**src/rtl/zle_pkg.sv**
```systemverilog
// Shared encodings for the zero run-length encoder.
// Token kinds and FSM state names.
package zle_pkg;

  localparam logic [1:0] KIND_LIT = 2'd0;
  localparam logic [1:0] KIND_RUN = 2'd1;
  localparam logic [1:0] KIND_EOS = 2'd2;

  typedef enum logic {
    ST_START = 1'b0,
    ST_ZEROS = 1'b1
  } state_t;

endpackage

```
**src/rtl/zle_slot.sv**
```systemverilog
// One-entry valid/data register with load and clear.
// Load wins over clear.
module zle_slot #(
  parameter int W = 8
) (
  input  logic         clock,
  input  logic         reset,
  input  logic         load,
  input  logic         clear,
  input  logic [W-1:0] d,
  output logic         v,
  output logic [W-1:0] q
);

  always_ff @(posedge clock or posedge reset) begin
    if (reset) begin
      v <= 1'b0;
      q <= '0;
    end else if (load) begin
      v <= 1'b1;
      q <= d;
    end else if (clear) begin
      v <= 1'b0;
    end
  end

endmodule

```
**src/rtl/zle_param_enc.sv**
```systemverilog
// Parametrised zero run-length encoder, valid/ready in and out.
// Literals pass, zero runs collapse to run tokens, EOS flushes.
module zle_param_enc
  import zle_pkg::*;
#(
  parameter int DW = 8,
  parameter int CW = 4
) (
  input  logic          clock,
  input  logic          reset,
  input  logic          i_valid,
  output logic          i_ready,
  input  logic [DW-1:0] i_data,
  input  logic          i_eos,
  output logic          o_valid,
  input  logic          o_ready,
  output logic [1:0]    o_kind,
  output logic [DW-1:0] o_data
);

  localparam logic [CW-1:0] CNT_MAX = '1;

  state_t          state, st_n;
  logic [CW-1:0]   cnt, cnt_n;
  logic            h_v, h_e, h_done;
  logic [DW-1:0]   h_d;
  logic            accept, free, z;
  logic            emit;
  logic [1:0]      e_kind;
  logic [DW-1:0]   e_data;

  assign i_ready = !h_v | h_done;
  assign accept  = i_valid & i_ready;
  assign free    = !o_valid | o_ready;
  assign z       = !h_e && (h_d == '0);

  zle_slot #(.W(DW+1)) u_hist (
    .clock (clock),
    .reset (reset),
    .load  (accept),
    .clear (h_done),
    .d     ({i_eos, i_data}),
    .v     (h_v),
    .q     ({h_e, h_d})
  );

  zle_slot #(.W(DW+2)) u_out (
    .clock (clock),
    .reset (reset),
    .load  (emit),
    .clear (o_ready),
    .d     ({e_kind, e_data}),
    .v     (o_valid),
    .q     ({o_kind, o_data})
  );

  always_comb begin
    h_done = 1'b0;
    emit   = 1'b0;
    e_kind = KIND_LIT;
    e_data = '0;
    cnt_n  = cnt;
    st_n   = state;
    if (h_v) begin
      unique case (state)
        ST_START: begin
          if (z) begin
            h_done = 1'b1;
            cnt_n  = CW'(1);
            st_n   = ST_ZEROS;
          end else if (free) begin
            emit   = 1'b1;
            h_done = 1'b1;
            e_kind = h_e ? KIND_EOS : KIND_LIT;
            e_data = h_e ? '0 : h_d;
          end
        end
        ST_ZEROS: begin
          if (z && cnt != CNT_MAX) begin
            h_done = 1'b1;
            cnt_n  = cnt + CW'(1);
          end else if (free) begin
            // A non-zero token stays held and is re-seen in START.
            emit   = 1'b1;
            e_kind = KIND_RUN;
            e_data = DW'(cnt);
            h_done = z;
            cnt_n  = z ? CW'(1) : '0;
            st_n   = z ? ST_ZEROS : ST_START;
          end
        end
        default: ;
      endcase
    end
  end

  always_ff @(posedge clock or posedge reset) begin
    if (reset) begin
      state <= ST_START;
      cnt   <= '0;
    end else begin
      state <= st_n;
      cnt   <= cnt_n;
    end
  end

endmodule

```
**config.mk**
```make
export PLATFORM = sky130hd
export DESIGN_NAME = zle_param_enc
export DESIGN_NICKNAME = d
export VERILOG_FILES = /design/src/rtl/zle_pkg.sv /design/src/rtl/zle_slot.sv /design/src/rtl/zle_param_enc.sv
export SDC_FILE = /design/constraint.sdc
export NUM_CORES = 1
export LEC_CHECK = 0
export BUFFER_PORTS_ARGS = -buffer_cell sky130_fd_sc_hd__buf_2
export CELL_PAD_IN_SITES_DETAIL_PLACEMENT = 0
export CELL_PAD_IN_SITES_GLOBAL_PLACEMENT = 2
export CORE_MARGIN = 3
export CORE_UTILIZATION = 34
export CTS_CLUSTER_DIAMETER = 80
export DETAILED_ROUTE_END_ITERATION = 10
export PLACE_DENSITY_LB_ADDON = 0.1
export SYNTH_ARGS = -nofsm -noshare
export SYNTH_HDL_FRONTEND = slang
export SYNTH_SLANG_ARGS = --single-unit
```
**constraint.sdc**
```tcl
create_clock -name clock -period 2.3 [get_ports clock]
set_input_delay 0.46 -clock clock [delete_from_list [all_inputs] [get_ports clock]]
set_output_delay 0.46 -clock clock [all_outputs]
set_load 0.02 [all_outputs]
```
==> results of run 1 <==
-- cell type report --
cell class	instances	area, µm²
fill	366	1980
timing repair buffer	26	135
multi-input combinational	73	572
clock buffer	4	55.1
inverter	13	48.8
tap	46	57.6
sequential	26	651
-- per-stage QoR --
stage | total power [mW] | setup slack (ps) | instance area, µm² | util
floorplan | 0.897 | 582 | 1290 | -
finish | 1.32 | 160 | 1520 | 0.435
global placement | 1.01 | 268 | 1450 | 0.416
global route | 1.41 | 59.4 | 1520 | 0.435
detailed placement | 1.02 | 289 | 1450 | 0.416
CTS | 1.33 | 87.9 | 1510 | 0.432
-- worst register-to-register path, delay by kind of cell, from the launching register on --
kind / cells / cell delay, ps
compound gates: 1 / 640
fa+ha+maj: 1 / 260
flops: 1 / 430
mux: 1 / 410
simple gates: 1 / 170
-- layer usage --
layer,global-route usage,share of wire,vias up,routed length (µm)
met4,0.0633,0.018,0,53
met2,0.226,0.46,25,1320
met1,0.200,0.48,465,1370
li1,-,-,468,-
met5,0,0,-,0
met3,0.0216,0.045,5,130
-- final timing paths --
kind / endpoint / cells after the start / startpoint
min: u_out.q[5] / 3 / reset
max in group asynchronous: u_out.q[6] / 3 / reset
min reg2reg: u_out.q[1] / 1 / u_out.q[1]
max reg2reg: u_out.q[1] / 4 / cnt[0]
min in group clock: u_hist.v / 2 / i_valid
max: i_ready / 5 / u_hist.q[2]
-- power breakdown --
part | switching [mW] | internal [mW]
clock network | 0.144 | 0.153
registers | 0.0848 | 0.545
logic | 0.229 | 0.161
total | 0.458 | 0.859
-- logic make-up after synthesis --
kind of cell	Yosys count	synth area share
and+or+nand+nor	35	0.154
DFF	26	0.504
AOI/OAI and AO/OA	20	0.123
buffers and inverters	17	0.0610
muxes	17	0.148
adders and majority gates	1	0.00969
-- cell usage in the layout, fill, tap and decap left out, drive strengths merged, types with 2 or more instances in the layout --
master   n
a21oi    2
a32o     3
and2     2
buf     26
clkbuf   4
dfrtp   26
inv     13
mux2    11
mux2i    6
nand2   10
nand3    5
nand4    5
nor2     2
nor3     3
o21ai    6
-- timing repair --
item / in CTS / in global routing
hold buffers: 0 / 0
endpoints found under the setup margin: 1 / 1
resized for setup: 1 / 2
-- flip-flops by register name (all words and copies together) (netlist names) --
register and cells:
cnt 4, u_out.q 10, u_hist.v 1, u_hist.q 9, u_out.v 1, state 1
==> flow_summary.toml, run 1 <==
[status]
outcome = "completed"

[timing]
fmax_ghz = 0.467
setup_tns_ps = 0
fin_skew_ps = 1.34
setup_viol = 0
rsz0062_at_grt = "false"
drv_slew = 0
period_needed_ps = 2140
fin_crit_sh = 0.930
hold_viol_final = 0
holdWs_ps = 234
tightest_slew_ps = 1090
relSlewSlack = 0.268

[routing]
drcViolationCount = 0
vias_per_cell = 5.12
drtPass1Iterations = 4
routedWlPerCell_um = 15.3
finalWirelength_mm = 2.87
drt_iter0_markers = 39
vias = 963
postRouteAntennaNets = 0

[global_routing]
grt_pass1_vias = 974
grt_first_pass_wirelength_mm = 4.92
overflow = 0
grt_max_degree = 27
antenna_found_initial = 0
grt.total_usage = 0.146

[synth]
yosys_warnings = 0
yosys.area.top_type_share = 0.504
synth_seq_cells = 26
yosys.cell_count.top_type = "dfrtp_1"
syn_avg_cell_area_um2 = 11.1
ys_types = 36
syn_nets = 130
yosysTopAreaCell = "dfrtp_1"
synth_edf_count = 0
yosysSeqAreaShare = 0.504
synth_area_leaders = "dfrtp_1, mux2_2, mux2i_1"
synth_area_mm2 = 0.00129
synthArstFlopShare = 1.00
synthTopCellsByCount = "dfrtp_1, inv_1, nand2_1, mux2_2, mux2i_1"
synth_top_flop_cell = "dfrtp_1"
netlist_instances = 116

[clock_tree]
cts_made_buffers = 3
cts_root_buffer = "clkbuf_8"
clock_latency_ps = 270
clk_pin_slew_worst_paths_ps = 90
cts_tree = "yes"
cts_setup_buffers = 0
clkSinkCount = 26
cts.htree.levels = 1
cts_buffer_depth = 2

[floorplan]
io_pins = 25
coreArea_mm2 = 0.00349
start_util = 0.369
die_area_mm2 = 0.00457
rows = 21
fp.dieW_um = 67.6
die_h_um = 67.6

[cells_and_area]
fin_cells = 188
n_antenna_cell = 0
drive_gt1_frac = 0.338
nets = 157
areaGrowthSynthToFinish_pct = 17.6

[setup_path]
cp_slowest_stage_delay_ps = 420
critPathTopFamily = "simple AND/OR/NAND/NOR gates"
worstPathRequired_ps = 1840
setup.worst_path.start_class = "flip-flop"
critPathKind = "flip-flop to output pin"
reg2reg_slack_ps = 290
path_max_fanout = 8
crit_buf_inv = 1
endpoint_kind = "output pin"
cp.arrival_ps = 1680
worst_path_max_delay_cell = "dfrtp_1"
crit_chain = "nor4_4 -> and3_4 -> o22ai_1 -> nand2_1 -> buf_2"

[pwr]
leakagePower_nw = 0.713
vdd_drop_max_mv = 0.414
p_per_area_mw_per_mm2 = 867

[placed_design]
placed_cells_incl_taps = 184
portBuffers = 24
place_congestion = 0.745
dpl.hpwl_mm = 2.08

[min_path]
worstHoldPathType = "primary input to asynchronous set/reset pin"

[flow_run]
cap_viol_max_count = 0
(Power assumes the default switching activity.)
==> run 2, diff against run 1 <==
- PLACE_DENSITY_LB_ADDON: 0.1 -> 0.05
==> flow_summary.toml, run 2 (same netlist as run 1, synthesis figures left out) <==
[clock_tree]
clock_latency_ps = 270
cts_root_buffer = "clkbuf_8"
cts.htree.levels = 1
clkSinkCount = 26
clk_pin_slew_worst_paths_ps = 90
cts_made_buffers = 3
holdBufCountCts = 0
cts_tree = "yes"
cts_buffer_depth = 2

[floorplan]
rows = 21
die_h_um = 67.6
io_pins = 25
die_area_mm2 = 0.00457
coreArea_mm2 = 0.00349
fp.dieW_um = 67.6
start_util = 0.369

[min_path]
worstHoldPathType = "primary input to asynchronous set/reset pin"

[placed_design]
dpl_cell_area_mm2 = 0.00146
placed_cells_incl_taps = 185
portBuffers = 24
place_congestion = 0.761
dpl.hpwl_mm = 2.03
place_worst_setup_slack_ps = 265

[setup_path]
critPathKind = "flip-flop to output pin"
cp.arrival_ps = 1680
crit_chain = "nor4_4 -> and3_4 -> o22ai_1 -> nand2_1 -> buf_2"
worstPathRequired_ps = 1840
cp_slowest_stage_delay_ps = 430
crit_buf_inv = 1
endpoint_kind = "output pin"
setup.worst_path.start_class = "flip-flop"
critPathTopFamily = "simple AND/OR/NAND/NOR gates"
reg2reg_slack_ps = 320
path_max_fanout = 8
worst_path_max_delay_cell = "dfrtp_1"

[routing]
drtPass1Iterations = 4
drt_iter0_markers = 37
dr_wl_met2_mm = 1.30
drcViolationCount = 0
met1Wirelength_mm = 1.37
vias_per_cell = 4.88
finalWirelength_mm = 2.78
routedWlPerCell_um = 14.7
top_layer = "met4"
postRouteAntennaNets = 0
met3WireLength_um = 103
vias = 922

[timing]
relSlewSlack = 0.517
period_needed_ps = 2140
holdWs_ps = 231
setup_viol = 0
setup_tns_ps = 0
fmax_ghz = 0.468
tightest_slew_ps = 725
hold_viol_final = 0
fin_crit_sh = 0.929
layout_setup_ws_ps = 164
rsz0062_at_grt = "false"
drv_slew = 0
fin_skew_ps = 2.80

[global_routing]
grt.total_usage = 0.143
grt_max_degree = 27
grt_first_pass_wirelength_mm = 4.97
overflow = 0
antenna_found_initial = 0
grt_pass1_vias = 1023

[pwr]
p_per_area_mw_per_mm2 = 902
leakagePower_nw = 0.725
vdd_drop_max_mv = 0.372

[cells_and_area]
ff_latch_area_um2 = 651
drive_gt1_frac = 0.343
largest_reg_flops = 10
areaGrowthSynthToFinish_pct = 19.5
nets = 158
n_antenna_cell = 0
top_register = "u_out.q"
reg_top3 = "u_out.q: 10 flops, u_hist.q: 9 flops, cnt: 4 flops"
multi_input_area_um2 = 572
layout_commonest_cell = "dfrtp_1"
final_cell_mix = "dfrtp_1, buf_2, inv_1"
fin_area_mm2 = 0.00154
fin_cells = 189
nFillCells = 359

[status]
outcome = "completed"

[flow_run]
cap_viol_max_count = 0
[run 2: layer usage]
layer,up-vias,global-route usage
li1,467,-
met1,435,0.200
met2,18,0.233
met3,2,0.0200
met4,0,0.0304
met5,-,0
[run 2: final cells by class]
type                       count  share of cell area
timing repair buffer          27              0.0925
sequential                    26               0.422
multi-input combinational     73               0.371
inverter                      13              0.0316
clock buffer                   3              0.0268
clock inverter                 1              0.0195
tap                           46              0.0373
[run 2: per-stage QoR]
step	util	power [mW]
4_1_cts	0.439	1.41
6_report	0.441	1.39
3_5_place_dp	0.418	1.02
5_1_grt	0.441	1.50
2_1_floorplan	-	0.897
3_3_place_gp	0.418	1.02
[run 2: tightest hold or removal path: cells and delay by family]
| family | cells | cell delay [ps] |
|---|---|---|
| buffers and inverters | 3 | 450 |
[run 2: worst paths after layout]
| check | start | end | cells past startpoint |
|---|---|---|---|
| setup reg to reg | cnt[0] | u_out.q[1] | 4 |
| hold reg to reg | u_out.q[1] | u_out.q[1] | 1 |
| max in group asynchronous | reset | cnt[3] | 3 |
| hold / removal | reset | u_out.q[5] | 3 |
| setup / recovery | u_hist.q[2] | i_ready | 5 |
| min in group clock | i_data[6] | u_hist.q[6] | 2 |
[run 2: what timing repair did]
action / 4_1_cts / 5_1_grt
setup endpoints to repair: 1 / 1
cloned: 0 / 0
setup buffers: 0 / 0
resized for setup: 1 / 2
[run 2: report_power, final]
group | switching (mW) | internal (mW) | leakage (nW)
clock | 0.141 | 0.233 | 0.0357
combinational | 0.224 | 0.165 | 0.378
sequential | 0.0836 | 0.545 | 0.311
total | 0.449 | 0.942 | 0.725
==> run 3, diff against run 2 <==
- ABC_AREA: default -> 1
- CORE_UTILIZATION: 34 -> 31
==> flow_summary.toml, run 3 <==
[status]
outcome = "completed"

[pwr]
p_per_area_mw_per_mm2 = 1060
leakagePower_nw = 0.843
vdd_drop_max_mv = 0.345

[synth]
yosysSeqAreaShare = 0.491
yosysTopAreaCell = "dfrtp_1"
synth_area_leaders = "dfrtp_1, nand2_1, nand3_1"
netlist_instances = 167
syn_avg_cell_area_um2 = 7.93
synthTopCellsByCount = "nand2_1, nand3_1, dfrtp_1, inv_1, o21ai_0"
yosys.area.top_type_share = 0.491
synth_edf_count = 0
syn_nets = 181
ys_types = 21
synth_seq_cells = 26
synthArstFlopShare = 1.00
yosys.cell_count.top_type = "nand2_1"
synth_area_mm2 = 0.00133
synth_top_flop_cell = "dfrtp_1"
yosys_warnings = 0

[global_routing]
grt_max_degree = 27
antenna_found_initial = 0
use_met1 = 0.172
grt_first_pass_wirelength_mm = 5.10
overflow = 0
grt-busiest-layer = "met2"
grt_pass1_vias = 1077
globalRouteMet2Util = 0.203
use_met3 = 0.0224
grt.total_usage = 0.124

[setup_path]
setup.worst_path.start_class = "flip-flop"
cp.arrival_ps = 1720
path_max_fanout = 12
endpoint_kind = "output pin"
cp_slowest_stage_delay_ps = 450
worst_path_max_delay_cell = "dfrtp_1"
crit_chain = "ha_1 -> nand3_1 -> nand3_4 -> nand2_2 -> nand2_2 -> nand2_4 -> buf_2"
worstPathRequired_ps = 1840
cp_common_cell = "nand2_2"
critPathKind = "flip-flop to output pin"

[clock_tree]
clkSinkCount = 26
clock_latency_ps = 270
cts_buffer_depth = 2
cts_made_buffers = 3
holdBufCountCts = 0
cts.htree.levels = 1
cts_tree = "yes"
clk_pin_slew_worst_paths_ps = 100
cts_root_buffer = "clkbuf_8"

[flow_run]
cap_viol_max_count = 0

[placed_design]
place_congestion = 0.832
portBuffers = 24
dpl.hpwl_mm = 2.20

[routing]
postRouteAntennaNets = 0
finalWirelength_mm = 2.96
vias_per_cell = 4.57
drcViolationCount = 0
drt_iter0_markers = 43
vias = 1107
routedWlPerCell_um = 12.2
drtPass1Iterations = 4

[cells_and_area]
nets = 207
largest_reg_flops = 10
layout_commonest_cell = "nand2_1"
nFillCells = 448
reg_top3 = "u_out.q: 10 flops, u_hist.q: 9 flops, cnt: 4 flops"
areaGrowthSynthToFinish_pct = 17.2
n_antenna_cell = 0
top_register = "u_out.q"
drive_gt1_frac = 0.219
final_cell_mix = "nand2_1, nand3_1, dfrtp_1"

[timing]
tightest_slew_ps = 505
fmax_ghz = 0.458
relSlewSlack = 0.663
hold_viol_final = 0
period_needed_ps = 2180
holdWs_ps = 229
setup_viol = 0
rsz0062_at_grt = "false"
drv_slew = 0
setup_tns_ps = 0
fin_skew_ps = 4.10
fin_crit_sh = 0.948

[floorplan]
start_util = 0.327
io_pins = 25
coreArea_mm2 = 0.00406
die_h_um = 71.4
fp.dieW_um = 71.4
die_area_mm2 = 0.00509
rows = 23

[min_path]
worstHoldPathType = "primary input to asynchronous set/reset pin"
[run 3: cell count changes after synthesis, moves of 3 or more]
cell	delta
nand2_2	+4
nand3_1	+24
nand2_1	+50
nor2_2	+3
mux2_2	-9
nand4_1	-4
nor2_1	+6
o21ai_0	+4
mux2i_1	-6
a32o_1	-3
[run 3: final cells by class]
class / instances / area [µm²] / area share
clock buffer: 3 / 41.3 / 0.0266
clock inverter: 1 / 30.0 / 0.0193
inverter: 14 / 52.6 / 0.0338
multi-input combinational: 122 / 581 / 0.374
sequential: 26 / 651 / 0.419
tap: 50 / 62.6 / 0.0403
timing repair buffer: 26 / 135 / 0.0870
[run 3: what timing repair did]
| item | CTS | global route |
|---|---|---|
| resized for setup | 0 | 1 |
| buffers inserted | 0 | 0 |
| endpoints found under the setup margin | 0 | 1 |
[run 3: kinds of logic (layout without fill, tap and decap cells)]
family	count (synthesis)	count (layout)	synth area share
XOR/XNOR	2	2	0.0132
AND/OR/NAND/NOR	110	110	0.376
flip-flops	26	26	0.491
buffers and inverters	19	44	0.0765
AO/OA/AOI/OAI	9	9	0.0340
adder cells (fa/ha/maj)	1	1	0.00944
[run 3: worst paths after layout]
kind	startpoint	to	slack (ps)	depth (start not counted)
worst max-delay path	cnt[0]	i_ready	120	7
max in group asynchronous	reset	cnt[0]	1820	3
worst max register to register	cnt[0]	u_out.q[3]	500	6
min in group clock	i_data[4]	u_hist.q[4]	410	3
worst min-delay path	reset	u_out.q[0]	230	3
worst min register to register	u_out.q[8]	u_out.q[8]	480	2
[run 3: where the power goes]
group / total [mW] / switching (mW) / internal (mW)
registers: 0.695 / 0.106 / 0.590
clock network: 0.386 / 0.153 / 0.233
logic: 0.558 / 0.374 / 0.183
total: 1.64 / 0.633 / 1.01
[run 3: metrics by stage]
step / worst slack, ps / std cells / utilization / cell area, µm² / power (mW)
2_1_floorplan: 618 / 167 / - / 1330 / 1.11
3_3_place_gp: 408 / 238 / 0.363 / 1470 / 1.27
3_5_place_dp: 397 / 238 / 0.363 / 1470 / 1.27
4_1_cts: 80.4 / 242 / 0.381 / 1550 / 1.66
5_1_grt: 2.02 / 242 / 0.383 / 1550 / 1.77
6_report: 119 / 242 / 0.383 / 1550 / 1.64
[run 3: critical path, delay by kind of cell, from the launching register on]
family	cells	cell delay, ps
and+or+nand+nor	5	580
adders and majority gates	1	250
buffers and inverters	1	180
DFF	1	450
[run 3: metal layers]
metal,vias up,share of wire
met1,506,0.50
li1,580,-
met5,-,0
met2,19,0.46
met4,0,0.0044
met3,2,0.034
